==> config.mk <==
export PLATFORM = sky130hd
export DESIGN_NAME = funct_generator_multi_pipe
export DESIGN_NICKNAME = d
export VERILOG_FILES = /design/src/rtl/funct_generator_multi_pipe.sv
export SDC_FILE = /design/constraint.sdc
export NUM_CORES = 2
export LEC_CHECK = 0
export CAP_MARGIN = 15
export CORE_ASPECT_RATIO = 1.1
export CORE_MARGIN = 4
export CORE_UTILIZATION = 65
export CTS_BUF_LIST = sky130_fd_sc_hd__clkbuf_16
export DETAILED_ROUTE_END_ITERATION = 16
export MAX_ROUTING_LAYER = met4
export PLACE_DENSITY = 0.84
export SLEW_MARGIN = 20
export SYNTH_ARGS = -nofsm -noshare
export SYNTH_HDL_FRONTEND = slang
export SYNTH_SLANG_ARGS = --single-unit
==> constraint.sdc <==
create_clock -name clk -period 10.4 [get_ports clk]
set_clock_uncertainty 0.15 [all_clocks]
set_input_delay 1.56 -clock clk [delete_from_list [all_inputs] [get_ports clk]]
set_output_delay 1.56 -clock clk [all_outputs]
set_load 0.01 [all_outputs]
==> src/rtl/funct_generator_multi_pipe.sv <==
// Pipelined signed multiplier with programmable shift, optional rounding and
// output saturation. A single advance strobe moves every stage, bubbles included.
module funct_generator_multi_pipe #(
   parameter int DATA_WIDTH = 32,
   parameter int OUT_WIDTH  = 32,
   parameter int SHIFT      = 0,
   parameter int ROUND      = 1,
   parameter int LATENCY    = 3
) (
   input  logic                         clk,
   input  logic                         rst,
   input  logic                         enh,
   input  logic                         valid_i,
   output logic                         ready_o,
   input  logic signed [DATA_WIDTH-1:0] a_i,
   input  logic signed [DATA_WIDTH-1:0] b_i,
   output logic                         valid_o,
   input  logic                         ready_i,
   output logic signed [OUT_WIDTH-1:0]  data_o,
   output logic                         ovf_o
);

   localparam int PW = 2 * DATA_WIDTH;
   localparam int QW = PW + 1;
   localparam int NS = LATENCY - 1;

   localparam logic signed [QW-1:0] ONE     = {{(QW-1){1'b0}}, 1'b1};
   localparam logic signed [QW-1:0] RND_ADD = (ROUND != 0) ? ((ONE << SHIFT) >> 1) : {QW{1'b0}};
   localparam logic signed [QW-1:0] Q_MAX   = (ONE << (OUT_WIDTH - 1)) - ONE;
   localparam logic signed [QW-1:0] Q_MIN   = -(ONE << (OUT_WIDTH - 1));

   generate
      if (LATENCY < 2 || OUT_WIDTH < 2 || OUT_WIDTH > PW || SHIFT < 0 || SHIFT > PW - 1) begin : g_bad_param
         $error("funct_generator_multi_pipe: illegal parameter combination");
      end
   endgenerate

   // Round, shift and clamp; the extra product bit keeps the rounding add from wrapping.
   function automatic logic [OUT_WIDTH:0] shift_sat(input logic signed [PW-1:0] p);
      logic signed [QW-1:0] pe;
      logic signed [QW-1:0] q;
      logic [OUT_WIDTH:0]   r;
      pe = $signed({p[PW-1], p}) + RND_ADD;
      q  = pe >>> SHIFT;
      if (q > Q_MAX) begin
         r = {1'b1, 1'b0, {(OUT_WIDTH-1){1'b1}}};
      end else if (q < Q_MIN) begin
         r = {1'b1, 1'b1, {(OUT_WIDTH-1){1'b0}}};
      end else begin
         r = {1'b0, q[OUT_WIDTH-1:0]};
      end
      return r;
   endfunction

   logic                 adv_s;
   logic signed [PW-1:0] a_ext_s;
   logic signed [PW-1:0] b_ext_s;
   logic signed [PW-1:0] prod_s;
   logic [OUT_WIDTH:0]   res_s;
   logic signed [PW-1:0] stage_p_r [NS];
   logic [NS-1:0]        stage_v_r;

   // Global advance strobe shared by all stages.
   always_comb begin
      adv_s = enh && (!valid_o || ready_i);
   end

   assign ready_o = adv_s;

   // Full-precision product and last-stage result formatting.
   always_comb begin
      a_ext_s = {{DATA_WIDTH{a_i[DATA_WIDTH-1]}}, a_i};
      b_ext_s = {{DATA_WIDTH{b_i[DATA_WIDTH-1]}}, b_i};
      prod_s  = a_ext_s * b_ext_s;
      res_s   = shift_sat(stage_p_r[NS-1]);
   end

   // Pipeline registers: product stage, delay stages, registered output.
   always_ff @(posedge clk) begin
      if (rst) begin
         stage_v_r <= '0;
         for (int i = 0; i < NS; i++) begin
            stage_p_r[i] <= '0;
         end
         valid_o <= 1'b0;
         data_o  <= '0;
         ovf_o   <= 1'b0;
      end else if (adv_s) begin
         stage_v_r[0] <= valid_i;
         stage_p_r[0] <= prod_s;
         for (int i = 1; i < NS; i++) begin
            stage_v_r[i] <= stage_v_r[i-1];
            stage_p_r[i] <= stage_p_r[i-1];
         end
         valid_o <= stage_v_r[NS-1];
         // Bubbles leave a clean zero on the output rather than stale data.
         if (stage_v_r[NS-1]) begin
            data_o <= res_s[OUT_WIDTH-1:0];
            ovf_o  <= res_s[OUT_WIDTH];
         end else begin
            data_o <= '0;
            ovf_o  <= 1'b0;
         end
      end else begin
         valid_o <= valid_o;
         data_o  <= data_o;
         ovf_o   <= ovf_o;
      end
   end

endmodule

==> summary.txt <==
Status: finished, final reports clean
Total grt overflow: 0
Cell Chain, Critical Path: clkdlybuf4s50_1 -> nand2_1 -> inv_1 -> fa_1 -> fa_1 -> fa_1 -> fa_1 -> fa_1 -> fa_1 -> fa_1 -> inv_1 -> fa_1 -> inv_1 -> ha_1 -> a21o_1 -> a21o_1 -> a21oi_1 -> o21ai_0 -> or4_1 -> o21a_1 -> a311oi_1 -> xnor2_1 -> and2_1
Reg2reg start: valid_o
Family with the most delay on the worst path: adder cells
Critical path type: in2reg
Largest net degree at the start of global routing: 82
CTS root buf: clkbuf_16
Worst reg-to-reg path cell count: 7
PortBufs: 103
Total GRT Usage: 32.7%
Vias in the first global route: 34,200
Die area: 69,500 um^2
Vias per std cell: 5.69
Post-placement cell count: 5,237
Core ar.: 64,900 um^2
Hold Buf Count CTS: 0
Worst slew pin tran: 1.09 ns
Critical path's largest stage delay: 0.93 ns
Cts bufs inserted: 17
CP max stage cell: fa_1
Layout area overhead: 6.64%
Yosys cell types: 56
Top-count cell post-synth: fa_1
Final nets: 5,741
# setup viols final: 0
Hold Crit Start: data_o[4]
Critical path data required time: 10.43 ns
Crit path DAT: 9.77 ns
Clock Latency Late Sink: 0.42 ns
RSZ-0062 raised after global routing: no
Worst R2R End: stage_p_r[0][95]
Most used cell, CP: fa_1
Row cnt: 98
Resized Gates After CTS: 0
Wire length of the first global-routing pass: 176,000 um
Post-Syn Area: 42,500 um^2
Worst hold slack: 0.302 ns
I/O pin total: 104
Yosys top cell area share: 51.0%
Fmax: 103 MHz
R2r setup slk: 7.27 ns
Die Wd: 252 um
Worst Path Max Fanout: 16
Main synth FF type: edfxtp_1
Worst hold endpoint: data_o[4]
Setup Fix Bufs, Post-CTS: 0
DRT Pass-1 Iters: 6
Worst Setup End Kind: flip-flop
Final Hold Fails: 0
Post-Synthesis Cells: 4,401
Ys Warns: 0
Min-delay worst type: reg2reg
RePlAce Congestion: 0.957
Relative slew slack: 27.3%
Synth area leader: fa_1
Initial DRC count: 1,980
Register area share after synthesis: 10.7%
Maximum clock insertion buffer count: 2
Dpl hpwl: 87,500 um
Syn_nets: 5,736
Avg Cell Area, Syn: 9.65 um^2
Die Y: 276 um
Reg clk slew, reported paths: 0.06 ns
Initial core utilization: 65.5%
Buf+Inv Stages, Crit Path: 4
Fin crit share: 93.7%
Htree depth: 4
Setup tns final: 0 ns
Clock sink count: 164
Top cells by count, synth: 1,082 x fa_1, 1,004 x inv_1, 578 x nand2_1, 570 x and2_1, 240 x clkbuf_1
Critical path launch point type: primary input
Layout cells sized above 1: 3.87%
Fin cells: 5,271
Worst hold path depth: 2
Ys async rst share: 0%
Drt wl/cell: 19.8 um
Max-cap violations: 0
Detailed Route WL: 104,000 um
Vias after detailed routing: 30,000
Antenna Nets Post-Route: 0
DRC viols: 0
Placement Setup Slack: 0.310 ns
Clock period minus worst slack: 9.75 ns
Area contributors post-synth: fa_1 51%, edfxtp_1 9.0%, inv_1 8.9%
Max-slew violations: 0
CTS tree: built
EDFF count, synth: 128
FF+latch count, synth: 164
Post-route worst setup slack: 0.653 ns
Antenna violations before repair: 1
==> worst max-delay path by stage <==
stage,from,endpoint,slack (ns),cells past startpoint
finish,a_i[31],stage_p_r[0][53],0.65,23
global route,a_i[31],stage_p_r[0][63],0.31,22
global placement,a_i[16],stage_p_r[0][53],0.38,24
CTS,a_i[31],stage_p_r[0][53],0.70,23
floorplan,b_i[2],stage_p_r[0][62],1.20,25
detailed placement,a_i[31],stage_p_r[0][53],0.31,23
==> logic make-up after synthesis <==
logic type	after synthesis	synth area share (%)
xor gates and xnor gates	63	1.30
DFF	164	10.7
and+or+nand+nor	1378	16.4
muxes	3	0.0736
AOI/OAI and AO/OA	280	4.04
buffers and inverters	1247	11.0
adders and majority gates	1266	56.4
==> sequential cells by signal, indices dropped and copies added, names as in the netlist <==
name and count:
stage_p_r 128, data_o 32, stage_v_r 2, ovf_o 1
valid_o 1
==> worst reg2reg max path, delay by kind of cell, from the launching register on <==
family                 cells  cell delay [ns]
buffers and inverters      5             1.93
DFF                        1             0.31
AOI/OAI and AO/OA          1             0.25
and+or+nand+nor            1             0.05
==> layout make-up <==
cell class / instances / area, um^2
multi-input combinational: 2990 / 33200
fill: 4664 / 19600
sequential: 164 / 4560
inverter: 1004 / 3770
timing repair buffer: 229 / 2060
tap: 850 / 1060
clock buffer: 17 / 425
clock inverter: 15 / 156
antenna: 2 / 5.00
==> layer usage <==
metal / global-route usage [%] / up-vias / share of wire, %
met1: 39.2 / 15300 / 36
met2: 54.9 / 1424 / 51
met5: - / - / 0
met3: 4.86 / 447 / 7.2
met4: 15.6 / 0 / 5.8
li1: - / 12800 / -
==> per-stage QoR <==
stage          utilization (%)  instance area, um^2
2_1_floorplan                -                42500
3_3_place_gp              68.9                44700
3_5_place_dp              68.9                44700
4_1_cts                   69.8                45300
5_1_grt                   69.8                45300
6_report                  69.8                45300
==> cell usage in the layout, fill, tap and decap left out, types with 7 or more instances in the layout <==
master	instances
dfxtp_1	36
inv_1	1003
buf_12	7
edfxtp_1	128
buf_4	119
a21oi_1	105
a21o_1	41
o21ai_0	59
xnor2_1	38
nor2_1	83
o211ai_1	7
nor2b_1	35
ha_1	184
fa_1	1082
clkbuf_16	17
o21a_1	11
clkdlybuf4s50_1	103
a31oi_1	12
nand3_1	15
and2_1	570
and3_1	12
nand2_1	578
nand2b_1	11
xor2_1	25
nor4_1	11
clkinvlp_4	7
nor3_1	17
nand4_1	23
Power is left out: the tool's default activity adds up to more than one toggle a clock period on the data nets, which glitch-free logic cannot reach.
